File: src/rtl/carfield_pkg.sv
// carfield_pkg: shared definitions for the Carfield APB watchdog.
//   - byte offsets of the watchdog registers (only bits [4:2] are decoded)
//   - default kick key
//   - watchdog state enum and packed register layouts
package carfield_pkg;

   localparam logic [4:0] WdtCtrlOffset   = 5'h00;
   localparam logic [4:0] WdtLoadOffset   = 5'h04;
   localparam logic [4:0] WdtCountOffset  = 5'h08;
   localparam logic [4:0] WdtKickOffset   = 5'h0C;
   localparam logic [4:0] WdtStatusOffset = 5'h10;
   localparam logic [4:0] WdtPrescOffset  = 5'h14;

   localparam logic [31:0] WdtKickKey = 32'h5A5A_A5A5;

   typedef enum logic [1:0] {
      WdtIdle,
      WdtCount,
      WdtBark,
      WdtBite
   } wdt_state_e;

   // CTRL layout, MSB first so a cast from pwdata[2:0] lines up
   typedef struct packed {
      logic lock;
      logic bite_en;
      logic en;
   } wdt_ctrl_t;

   // Word index of a register inside the 8-entry decode window
   function automatic logic [2:0] wdt_reg_idx(input logic [4:0] offset);
      return offset[4:2];
   endfunction

endpackage

File: src/rtl/carfield_wdt_prescaler.sv
// carfield_wdt_prescaler: free-running divider for the watchdog counter.
//   clk, rst : clock, asynchronous active-high reset
//   clear    : force the divider back to 0 (takes priority over enable)
//   enable   : divider advances only while high
//   compare  : divider counts 0..compare and wraps
//   tick     : high for the one cycle where the divider sits at compare
module carfield_wdt_prescaler #(
   parameter int unsigned Width = 16
) (
   input  logic             clk,
   input  logic             rst,
   input  logic             clear,
   input  logic             enable,
   input  logic [Width-1:0] compare,
   output logic             tick
);

   localparam logic [Width-1:0] One = Width'(1);

   logic [Width-1:0] presc;

   // >= rather than == so lowering compare below the running value
   // wraps at once instead of running around the full range
   assign tick = enable & (presc >= compare);

   always_ff @(posedge clk or posedge rst) begin
      if (rst) begin
         presc <= '0;
      end else if (clear) begin
         presc <= '0;
      end else if (enable) begin
         presc <= tick ? '0 : presc + One;
      end
   end

endmodule

File: src/rtl/carfield_apb_wdt.sv
// carfield_apb_wdt: APB watchdog timer with bark interrupt and bite reset.
//   clk_i, rst_i        : clock, asynchronous active-high reset
//   paddr_i .. pwdata_i : APB slave request (only paddr_i[4:2] decoded)
//   prdata_o, pready_o,
//   pslverr_o           : APB response, zero wait states, combinational
//   irq_o               : bark interrupt, level, mirrors STATUS.BARK
//   rst_req_o           : bite reset request, level, held until rst_i
// Registers: CTRL{lock,bite_en,en}, LOAD, COUNT(ro), KICK(wo),
//            STATUS{bitten,bark(w1c)}, PRESC.
module carfield_apb_wdt
   import carfield_pkg::*;
#(
   parameter int unsigned CntWidth   = 32,
   parameter int unsigned PrescWidth = 16,
   parameter logic [31:0] KickKey    = WdtKickKey
) (
   input  logic        clk_i,
   input  logic        rst_i,
   input  logic [31:0] paddr_i,
   input  logic        psel_i,
   input  logic        penable_i,
   input  logic        pwrite_i,
   input  logic [31:0] pwdata_i,
   output logic [31:0] prdata_o,
   output logic        pready_o,
   output logic        pslverr_o,
   output logic        irq_o,
   output logic        rst_req_o
);

   localparam logic [CntWidth-1:0] CntOne = CntWidth'(1);

   // registers
   wdt_ctrl_t             ctrl;
   logic [CntWidth-1:0]   load;
   logic [PrescWidth-1:0] presc_cmp;
   logic                  bark;
   logic                  bitten;

   // counter / fsm
   wdt_state_e            state, state_next;
   logic [CntWidth-1:0]   cnt, cnt_next;
   logic                  tick, presc_run, presc_clr;
   logic                  bark_set, bite_set;

   // apb decode
   logic [2:0] idx;
   logic       access, err, wr_ok;
   logic       sel_ctrl, sel_load, sel_count, sel_kick, sel_status, sel_presc;
   logic       mapped;
   logic       ctrl_wr, load_wr, presc_wr, kick, bark_clr, en_on, en_off;
   logic       unused_addr;

   assign unused_addr = ^{paddr_i[31:5], paddr_i[1:0]};

   assign access     = psel_i & penable_i;
   assign idx        = paddr_i[4:2];
   assign sel_ctrl   = (idx == wdt_reg_idx(WdtCtrlOffset));
   assign sel_load   = (idx == wdt_reg_idx(WdtLoadOffset));
   assign sel_count  = (idx == wdt_reg_idx(WdtCountOffset));
   assign sel_kick   = (idx == wdt_reg_idx(WdtKickOffset));
   assign sel_status = (idx == wdt_reg_idx(WdtStatusOffset));
   assign sel_presc  = (idx == wdt_reg_idx(WdtPrescOffset));
   assign mapped     = sel_ctrl | sel_load | sel_count | sel_kick | sel_status | sel_presc;

   // Error conditions; an erroring write has no side effect at all
   always_comb begin
      err = 1'b0;
      if (!mapped) begin
         err = 1'b1;
      end else if (pwrite_i) begin
         if (sel_count)                                       err = 1'b1;
         if (ctrl.lock && (sel_ctrl || sel_load || sel_presc)) err = 1'b1;
         if (sel_kick && (pwdata_i != KickKey))               err = 1'b1;
      end
   end

   assign pready_o  = 1'b1;
   assign pslverr_o = access & err;
   assign wr_ok     = access & pwrite_i & ~err;

   assign ctrl_wr  = wr_ok & sel_ctrl;
   assign load_wr  = wr_ok & sel_load;
   assign presc_wr = wr_ok & sel_presc;
   assign kick     = wr_ok & sel_kick;
   assign bark_clr = wr_ok & sel_status & pwdata_i[0];
   assign en_on    = ctrl_wr & pwdata_i[0];
   assign en_off   = ctrl_wr & ~pwdata_i[0];

   // Read mux; unmapped and write-only locations read as 0
   always_comb begin
      prdata_o = '0;
      if (psel_i && !pwrite_i) begin
         if (sel_ctrl)   prdata_o[2:0]            = ctrl;
         if (sel_load)   prdata_o[CntWidth-1:0]   = load;
         if (sel_count)  prdata_o[CntWidth-1:0]   = cnt;
         if (sel_status) prdata_o[1:0]            = {bitten, bark};
         if (sel_presc)  prdata_o[PrescWidth-1:0] = presc_cmp;
      end
   end

   // Register file. LOCK only ever goes 0->1: while it is set every
   // CTRL write errors out, so a plain store is set-only in practice.
   always_ff @(posedge clk_i or posedge rst_i) begin
      if (rst_i) begin
         ctrl      <= '0;
         load      <= '0;
         presc_cmp <= '0;
         bark      <= 1'b0;
         bitten    <= 1'b0;
      end else begin
         if (ctrl_wr)  ctrl      <= wdt_ctrl_t'(pwdata_i[2:0]);
         if (load_wr)  load      <= pwdata_i[CntWidth-1:0];
         if (presc_wr) presc_cmp <= pwdata_i[PrescWidth-1:0];
         // a fresh bark beats a simultaneous W1C
         if (bark_set)      bark <= 1'b1;
         else if (bark_clr) bark <= 1'b0;
         if (bite_set) bitten <= 1'b1;
      end
   end

   assign irq_o     = bark;
   // bitten is set exactly when BITE is entered and BITE is terminal
   assign rst_req_o = bitten;

   assign presc_run = (state == WdtCount) || (state == WdtBark);

   carfield_wdt_prescaler #(
      .Width(PrescWidth)
   ) i_presc (
      .clk    (clk_i),
      .rst    (rst_i),
      .clear  (presc_clr),
      .enable (presc_run),
      .compare(presc_cmp),
      .tick   (tick)
   );

   always_ff @(posedge clk_i or posedge rst_i) begin
      if (rst_i) begin
         state <= WdtIdle;
         cnt   <= '0;
      end else begin
         state <= state_next;
         cnt   <= cnt_next;
      end
   end

   // Only one APB access per cycle, so kick and EN writes never collide.
   // Within a state: EN off first, then kick, then the tick.
   always_comb begin
      state_next = state;
      cnt_next   = cnt;
      presc_clr  = 1'b0;
      bark_set   = 1'b0;
      bite_set   = 1'b0;
      unique case (state)
         WdtIdle: begin
            if (en_on) begin
               state_next = WdtCount;
               cnt_next   = load;
               presc_clr  = 1'b1;
            end else if (kick) begin
               cnt_next = load;
            end
         end
         WdtCount: begin
            if (en_off) begin
               state_next = WdtIdle;
            end else if (kick) begin
               cnt_next = load;
            end else if (tick) begin
               if (cnt == '0) begin
                  state_next = WdtBark;
                  bark_set   = 1'b1;
                  cnt_next   = load;
               end else begin
                  cnt_next = cnt - CntOne;
               end
            end
         end
         WdtBark: begin
            if (en_off) begin
               state_next = WdtIdle;
            end else if (kick) begin
               state_next = WdtCount;
               cnt_next   = load;
            end else if (tick) begin
               if (cnt != '0) begin
                  cnt_next = cnt - CntOne;
               end else if (ctrl.bite_en) begin
                  state_next = WdtBite;
                  bite_set   = 1'b1;
               end else begin
                  // repeated bark without bite: re-arm the interrupt
                  bark_set = 1'b1;
                  cnt_next = load;
               end
            end
         end
         WdtBite: begin
         end
         default: state_next = WdtIdle;
      endcase
   end

endmodule

File: config.mk
export PLATFORM = sky130hd
export DESIGN_NAME = carfield_apb_wdt
export DESIGN_NICKNAME = d
export VERILOG_FILES = /design/src/rtl/carfield_pkg.sv /design/src/rtl/carfield_wdt_prescaler.sv /design/src/rtl/carfield_apb_wdt.sv
export SDC_FILE = /design/constraint.sdc
export NUM_CORES = 1
export LEC_CHECK = 0
export CORE_ASPECT_RATIO = 1.4
export CORE_UTILIZATION = 30
export CTS_BUF_LIST = sky130_fd_sc_hd__clkbuf_16
export DETAILED_ROUTE_END_ITERATION = 6
export GPL_TIMING_DRIVEN = 0
export SLEW_MARGIN = 20
export SYNTH_ARGS = -nofsm -noshare
export SYNTH_HDL_FRONTEND = slang
export SYNTH_SLANG_ARGS = --single-unit
File: constraint.sdc
create_clock -name clk_i -period 9.45 [get_ports clk_i]
set_clock_uncertainty 0.2 [all_clocks]
set_input_delay 1.89 -clock clk_i [delete_from_list [all_inputs] [get_ports clk_i]]
set_output_delay 1.89 -clock clk_i [all_outputs]
set_load 0.02 [all_outputs]
# Word-level counts from Yosys, hierarchy flattened
# Index checks and enable logic that the tools add are counted.
# Widths: inputs -> output; s select.
# op_classes
n_addsub	2
order_cmp	1
n_eq_ne	21
muxes	57
bitwise	20
reduce_logical	16
# ops
op	n
$mux 32	14
$pmux 32 s3	1
$mux 16	4
$logic_not 32->1	1
$ne 32x31->1 const B	1
$reduce_bool 32->1	1
$sub 32x1->32 const B	1
$mux 1	24
$mux 2	11
$add 16x1->16 const B	1
$ge 16x16->1	1
$and 1x1->1	13
$ne 3x2->1 const B	4
$ne 4x3->1 const B	2
$ne 4x4->1 const B	2
$reduce_and 8->1	1
$reduce_and 7->1	1
$eq 3x2->1 const B	2
$eq 3x3->1 const B	2
$ne 2x2->1 const B	3
$ne 3x3->1 const B	2
$pmux 2 s3	1
$or 1x1->1	5
$reduce_bool 2->1	2
12 further kinds	17
# word_totals
register_bits	103
in_bits	69
output_inout_bits	36

# Longest topological paths before layout
# Gate-level depths: netlist of the first run.
# depth
depth_word	15
ltp_mapped	11

# Modules after synthesis
# Synthesis of the first run repeated with hierarchy kept, for this count alone.
# hier_totals
cells_unflattened	719
hier_area_um2	6527.5
# modules_own_cells
module	instances	cells_per_inst	area_each_um2
carfield_apb_wdt	1	562	5242.5
carfield_wdt_prescaler	1	157	1285.0

# Least setup slack after synthesis of the first run
# Ideal clock, no wire load.
# synth_timing
path_type	input to output
start	input port paddr_i[2]
end	output port prdata_o[21]
t_arrival_ns	3.528
slack_ns	3.832
stages	7
path_buffers	3
path_cell_list	clkbuf_1 -> nor2b_1 -> nor2b_1 -> clkbuf_1 -> clkbuf_1 -> a22oi_1 -> nor2_1
# synth_via
elab_chain_len	4
word_cells_on_any_way	5
cone_classes	eq/ne: 2; mux: 3
# synth_lines
element	line	rtl
start: declaration	carfield_apb_wdt.sv:19	input logic [31:0] paddr_i,
$eq 3x1->1	carfield_apb_wdt.sv:59	assign sel_load = (idx == wdt_reg_idx(WdtLoadOffset));
$mux 32	carfield_apb_wdt.sv:95	if (sel_load) prdata_o[CntWidth-1:0] = load;
$mux 32 *	carfield_apb_wdt.sv:96	if (sel_count) prdata_o[CntWidth-1:0] = cnt;
$mux 32 *	carfield_apb_wdt.sv:93	if (psel_i && !pwrite_i) begin
end: declaration	carfield_apb_wdt.sv:24	output logic [31:0] prdata_o,
# Mark *: on every way between the ends. The rest lies on a longest branch, timed or not.

# Worst setup path after layout of the first run
# layout_timing
start	input port paddr_i[2]
end	output port prdata_o[24]
# The elaborated chain is that of the path after synthesis.

==> impl_metrics.env, run 1 <==
export IMPL_setup_tns_ps=0
export IMPL_critPathTopFamily="buffers and inverters"
export IMPL_finalHoldViolations=0
export IMPL_die_height_um=172.8
export IMPL_postCtsHoldBufs=0
export IMPL_core_um2=20480
export IMPL_gr_usage_met3=0.02276
export IMPL_grt_pass1_vias=5742
export IMPL_antennaDiodeCount=0
export IMPL_async_flop_share=1.000
export IMPL_cts_root_buf="clkbuf_16"
export IMPL_startpoint_type="primary input"
export IMPL_track_usage=0.2034
export IMPL_grt_max_degree=78
export IMPL_dieArea_um2=21440
export IMPL_nets=863
export IMPL_max_slew_margin_rel=0.4512
export IMPL_dr_total_vias=5718
export IMPL_whs_ps=285.0
export IMPL_setup_viol=0
export IMPL_netlist_area_um2=6255
export IMPL_clock_sinks=103
export IMPL_syn_num_nets=778
export IMPL_via_per_inst=5.541
export IMPL_grt_antenna_before_repair=0
export IMPL_crit_chain="clkdlybuf4s50_1, clkbuf_1, nor2b_1, nor2b_1, clkbuf_1, clkbuf_1, a22oi_1, nor2_1, clkdlybuf4s50_1"
export IMPL_drive_gt1_frac=0.1018
export IMPL_gr_usage_met1=0.2418
export IMPL_syn_to_final_growth_pct=21.52
export IMPL_cpMostUsedCell="clkbuf_1"
export IMPL_die_w_um=124.0
export IMPL_synth_edff_count=0
export IMPL_globalplace_congestion=0.8704
export IMPL_cp_end_kind="output pin"
export IMPL_path_buf_inv=5
export IMPL_synthDistinctLibCells=53
export IMPL_finalWorstPathRequiredPeriod_ps=7238
export IMPL_p_leak_nw=3.113
export IMPL_worstSkewPairLatency_ps=360
export IMPL_synth_flop_cell="dfrtp_1"
export IMPL_layout_commonest_cell="dfrtp_1"
export IMPL_slew_viol_final=0
export IMPL_drt_iter0_markers=513
export IMPL_drc_errors=0
export IMPL_clk_pin_slew_ps=70
export IMPL_critPathSlowestCell="clkdlybuf4s50_1"
export IMPL_yosys_warnings=0
export IMPL_wl_per_cell_um=20.07
export IMPL_mostFrequentLayoutCells="103 x dfrtp_1, 91 x o21ai_0, 73 x clkdlybuf4s50_1"
export IMPL_grt_busiest_layer="met2"
export IMPL_slowest_delay_ps=620
export IMPL_drt_wl_total_um=20710
export IMPL_period_share=0.7659
export IMPL_status="finished clean"
export IMPL_overflow=0
export IMPL_met2_usage=0.3549
export IMPL_cts_made_buffers=9
export IMPL_start_util=0.3054
export IMPL_max_freq_ghz=0.1382
export IMPL_syn_inst=687
export IMPL_fp_row_count=62
export IMPL_max_cap_violations=0
export IMPL_pin_count=105
export IMPL_drt_pass1_iterations=5
export IMPL_critPathKind="in -> out"
export IMPL_p_total_w=0.001875
export IMPL_ys_ff_latch=103
export IMPL_h_tree_depth=3
export IMPL_cts_resized=0
export IMPL_required_ps=7360
export IMPL_grt_pass1_wl_um=32520
export IMPL_worstMarginPinSlew_ps=812.1
export IMPL_powerDensity_nw_per_um2=246.6
export IMPL_ir_drop_v=0.0001214
export IMPL_port_buffers=73
export IMPL_grt_setup_unrepaired="false"
export IMPL_clock_tree_buffer_depth=2
export IMPL_ys_seq_area_frac=0.4121
export IMPL_dp_hpwl_um=15860
export IMPL_syn_avg_cell_area_um2=9.104
export IMPL_min_path_type="reg -> reg"
export IMPL_ant_nets=0
export IMPL_critPathArrivalTime_ps=5150
export IMPL_crit_fanout=10
export IMPL_cts_tree="done"
export IMPL_postCtsSetupBuffers=0
## worst paths after layout
path                         startpoint  depth (start not counted)      endpoint  slack, ps
max in group asynchronous         rst_i                          3        cnt[7]       6700
min reg2reg                presc_cmp[2]                          2  presc_cmp[2]        290
max reg2reg                     cnt[12]                          8       cnt[16]       5870
max                          paddr_i[2]                          9  prdata_o[24]       2210
min in group asynchronous         rst_i                          2      load[25]       1660
min                        presc_cmp[2]                          2  presc_cmp[2]        290
## final cells by class
| class | count | area [µm²] |
|---|---|---|
| fill | 2136 | 12880 |
| inverter | 33 | 128.9 |
| multi-input combinational | 513 | 3397 |
| buffer | 38 | 156.4 |
| clock buffer | 9 | 225.2 |
| tap | 256 | 320.3 |
| timing repair buffer | 74 | 758.2 |
| clock inverter | 6 | 37.54 |
| sequential | 103 | 2577 |
## Yosys cell counts, types with 3 or more instances
| cell | n | share of area |
|---|---|---|
| a22oi_1 | 32 | 0.038 |
| and2_1 | 5 | 0.0050 |
| a32oi_1 | 10 | 0.014 |
| a21o_1 | 8 | 0.0096 |
| a31oi_1 | 4 | 0.0040 |
| nor4b_1 | 4 | 0.0056 |
| and3_1 | 3 | 0.0030 |
| clkbuf_1 | 29 | 0.017 |
| mux2_2 | 45 | 0.081 |
| nor2b_1 | 13 | 0.013 |
| inv_1 | 33 | 0.020 |
| buf_2 | 8 | 0.0064 |
| ha_1 | 22 | 0.044 |
| nand2_1 | 40 | 0.024 |
| or3_1 | 8 | 0.0080 |
| nor4bb_1 | 6 | 0.0096 |
| dfrtp_1 | 103 | 0.41 |
| o21ai_1 | 3 | 0.0024 |
| mux2i_1 | 3 | 0.0048 |
| nor4_1 | 9 | 0.0090 |
| a221oi_1 | 15 | 0.021 |
| nand3_1 | 12 | 0.0096 |
| and4b_1 | 5 | 0.0080 |
| o22ai_1 | 3 | 0.0030 |
| o21ai_0 | 91 | 0.073 |
| xor2_1 | 6 | 0.0084 |
| xnor2_1 | 4 | 0.0056 |
| nand2b_1 | 4 | 0.0040 |
| nor3_1 | 14 | 0.011 |
| a211oi_1 | 3 | 0.0036 |
| nor2_1 | 70 | 0.042 |
| a21oi_1 | 34 | 0.027 |
| nand4_1 | 10 | 0.010 |
| or2_2 | 3 | 0.0030 |
## where the power goes
part | switching (W) | internal, W | leakage [nW]
sequential | 0.0000981 | 0.000533 | 1.37
clock | 0.000175 | 0.000177 | 0.125
combinational | 0.000598 | 0.000295 | 1.62
## per-stage QoR
step                worst slack [ps]  instances  area (µm²)    util
floorplan                       3832        687        6255       -
global placement                2217       1016        7306  0.3567
detailed placement              2200       1017        7338  0.3583
CTS                             2182       1032        7601  0.3712
global route                    1879       1032        7601  0.3712
finish                          2212       1032        7601  0.3712
## registers in the layout, summed over array words and instances, names as in the netlist
signal	cells
ctrl	3
state	2
cnt	32
i_presc.presc	16
load	32
rst_req_o	1
irq_o	1
presc_cmp	16
## kinds of logic (layout without fill, tap and decap cells)
group,after synthesis,count (layout),share of synthesized area
fa+ha+maj,22,22,0.04401
other cells,1,1,0.0005995
simple gates,216,216,0.1828
flops,103,103,0.4121
compound gates,216,216,0.2158
mux,48,48,0.08582
xor+xnor,10,10,0.01400
buf+inv,71,160,0.04481
## worst register-to-register path, delay by kind of cell, from the launching register on
family / cells / cell delay, ps
simple gates: 5 / 1760
compound gates: 2 / 670
flops: 1 / 440
buf+inv: 1 / 380
## routing by layer
metal / share of wire / up-vias
met5: 0 / -
met4: 0.036 / 0
met3: 0.040 / 42
met2: 0.52 / 178
met1: 0.41 / 2789
li1: - / 2709
Power figures use the tool's default switching activity.
==> inputs of run 2 (changes only) <==
==> constraint.sdc (replaced) <==
create_clock -name clk_i -period 6.8 [get_ports clk_i]
set_clock_uncertainty 0.2 [all_clocks]
set_input_delay 1.36 -clock clk_i [delete_from_list [all_inputs] [get_ports clk_i]]
set_output_delay 1.36 -clock clk_i [all_outputs]
set_load 0.02 [all_outputs]
==> results of run 2 <==
Same layout as run 1 (identical final DEF). Status: finished clean.
Among the figures that moved: setup slack after placement 2200 ps -> 609.5 ps; setup slack after layout 2212 ps -> 621.9 ps; register-to-register setup slack 5870 ps -> 3220 ps; total power 0.001875 W -> 0.002605 W; worst IR drop on VDD 0.0001214 V -> 0.0001688 V
==> inputs of run 3 (changes only) <==
--- a/config.mk
+++ b/config.mk
@@ -5,7 +5,7 @@
 export SDC_FILE = /design/constraint.sdc
 export NUM_CORES = 1
 export LEC_CHECK = 0
-export CORE_ASPECT_RATIO = 1.4
+export CAP_MARGIN = 10
 export CORE_UTILIZATION = 30
 export CTS_BUF_LIST = sky130_fd_sc_hd__clkbuf_16
 export DETAILED_ROUTE_END_ITERATION = 6
==> impl_metrics.env, run 3 (synthesis results as in run 1) <==
export IMPL_status="finished clean"
export IMPL_min_path_type="reg -> reg"
export IMPL_cts_root_buf="clkbuf_16"
export IMPL_grt_busiest_layer="met2"
export IMPL_p_int_w=0.001435
export IMPL_port_buffers=73
export IMPL_fp_row_count=52
export IMPL_cts_tree="done"
export IMPL_gr_usage_met3=0.03375
export IMPL_reg_top3="cnt (32), load (32)"
export IMPL_ant_nets=0
export IMPL_cts_made_buffers=9
export IMPL_pwr_share_seq=0.332
export IMPL_swShare=0.4559
export IMPL_reg2reg_slack_ps=3160
export IMPL_grt_max_degree=57
export IMPL_startpoint="paddr_i[2]"
export IMPL_drc_errors=0
export IMPL_period_share=0.9135
export IMPL_required_ps=5240
export IMPL_max_freq_ghz=0.1610
export IMPL_ir_drop_v=0.0002126
export IMPL_powerDensity_nw_per_um2=344.9
export IMPL_grt_pass1_vias=5465
export IMPL_antennaDiodeCount=0
export IMPL_setup_viol=0
export IMPL_track_usage=0.1927
export IMPL_clock_sinks=103
export IMPL_layout_commonest_cell="dfrtp_1"
export IMPL_slew_viol_final=0
export IMPL_dieArea_um2=21430
export IMPL_dr_total_vias=5807
export IMPL_worstSkewPairLatency_ps=360
export IMPL_power_switching_w=0.001202
export IMPL_wl_per_cell_um=19.35
export IMPL_grt_pass1_wl_um=31720
export IMPL_finalWorstPathRequiredPeriod_ps=6212
export IMPL_max_slew_margin_rel=0.5158
export IMPL_drive_gt1_frac=0.1004
export IMPL_grt_antenna_before_repair=0
export IMPL_pwr_share_comb=0.466
export IMPL_drt_iter0_markers=416
export IMPL_critPathArrivalTime_ps=4650
export IMPL_gr_usage_met1=0.2702
export IMPL_worstMarginPinSlew_ps=719.7
export IMPL_dp_hpwl_um=15110
export IMPL_met2_usage=0.2974
export IMPL_via_per_inst=5.546
export IMPL_max_cap_violations=0
export IMPL_min_from="ctrl[0]"
export IMPL_h_tree_depth=3
export IMPL_finalHoldViolations=0
export IMPL_dp_slack_ps=625.3
export IMPL_min_to="ctrl[0]"
export IMPL_p_leak_nw=3.134
export IMPL_cp_end_kind="output pin"
export IMPL_timing_rr_end="cnt[13]"
export IMPL_p_total_w=0.002637
export IMPL_start_util=0.3071
export IMPL_clock_power_share=0.202
export IMPL_die_height_um=146.4
export IMPL_pin_count=105
export IMPL_stdcell_area_um2=7645
export IMPL_globalplace_congestion=0.8838
export IMPL_crit_fanout=10
export IMPL_drt_pass1_iterations=5
export IMPL_postCtsSetupBuffers=0
export IMPL_worst_slack_ps=588.0
export IMPL_rr_worst_depth=8
export IMPL_whs_path_depth=1
export IMPL_setup_tns_ps=0
export IMPL_postCtsHoldBufs=0
export IMPL_core_um2=20360
export IMPL_nets=863
export IMPL_rr_startpoint="cnt[12]"
export IMPL_placed_area_um2=7356
export IMPL_die_w_um=146.4
export IMPL_grt_setup_unrepaired="false"
export IMPL_syn_to_final_growth_pct=22.22
export IMPL_critPathKind="in -> out"
export IMPL_mostFrequentLayoutCells="103 x dfrtp_1, 91 x o21ai_0, 73 x clkdlybuf4s50_1"
export IMPL_startpoint_type="primary input"
export IMPL_clk_pin_slew_ps=70
export IMPL_whs_ps=290.1
export IMPL_drt_wl_total_um=20260
export IMPL_cts_resized=0
export IMPL_clock_tree_buffer_depth=2
export IMPL_overflow=0
-- run 3: cell types whose count changed in the layout (fill, tap and decap cells not counted) --
cell        delta
bufinv_16      +1
clkinv_1       +1
clkinv_2       -1
clkinv_4       +1
clkinvlp_4     -2
inv_1          +1
-- run 3: cell type report --
cell class / count / area [µm²]
Clock inverter: 7 / 63.81
Inverter: 33 / 128.9
Tap cell: 270 / 337.8
Sequential cell: 103 / 2577
Clock buffer: 9 / 225.2
Multi-Input combinational cell: 513 / 3397
Buffer: 38 / 156.4
Timing Repair Buffer: 74 / 758.2
Fill cell: 2105 / 12720
-- run 3: worst max-delay path by stage --
stage | cells past startpoint | slack, ps | endpoint
6_report | 9 | 590 | prdata_o[24]
5_1_grt | 9 | 380 | prdata_o[27]
4_1_cts | 9 | 610 | prdata_o[24]
3_3_place_gp | 9 | 600 | prdata_o[24]
3_5_place_dp | 9 | 630 | prdata_o[24]
2_1_floorplan | 7 | 2240 | prdata_o[21]
-- run 3: critical path, cell delays in order --
cell             delay [ps]
clkdlybuf4s50_1         470
clkbuf_1                290
nor2b_1                 520
nor2b_1                 200
clkbuf_1                440
clkbuf_1                430
a22oi_1                 200
nor2_1                  130
clkdlybuf4s50_1         610
-- run 3: power by group through the flow --
stage                     sequential, W  clock [W]  combinational (W)
after floorplan                0.000842          0           0.000850
after global placement         0.000881          0            0.00120
after detailed placement       0.000882          0            0.00122
after CTS                      0.000871   0.000538            0.00122
after global routing           0.000893   0.000563            0.00136
final                          0.000875   0.000532            0.00123
-- run 3: routing by layer --
layer	routed length [µm]	share of wire
met1	9164	0.45
met2	9294	0.46
met3	1379	0.068
met4	422	0.021
met5	0	0
-- run 3: per-stage QoR --
| step | cells | util |
|---|---|---|
| floorplan | 687 | - |
| global placement | 1030 | 0.3596 |
| detailed placement | 1031 | 0.3612 |
| CTS | 1047 | 0.3754 |
| global route | 1047 | 0.3754 |
| finish | 1047 | 0.3754 |
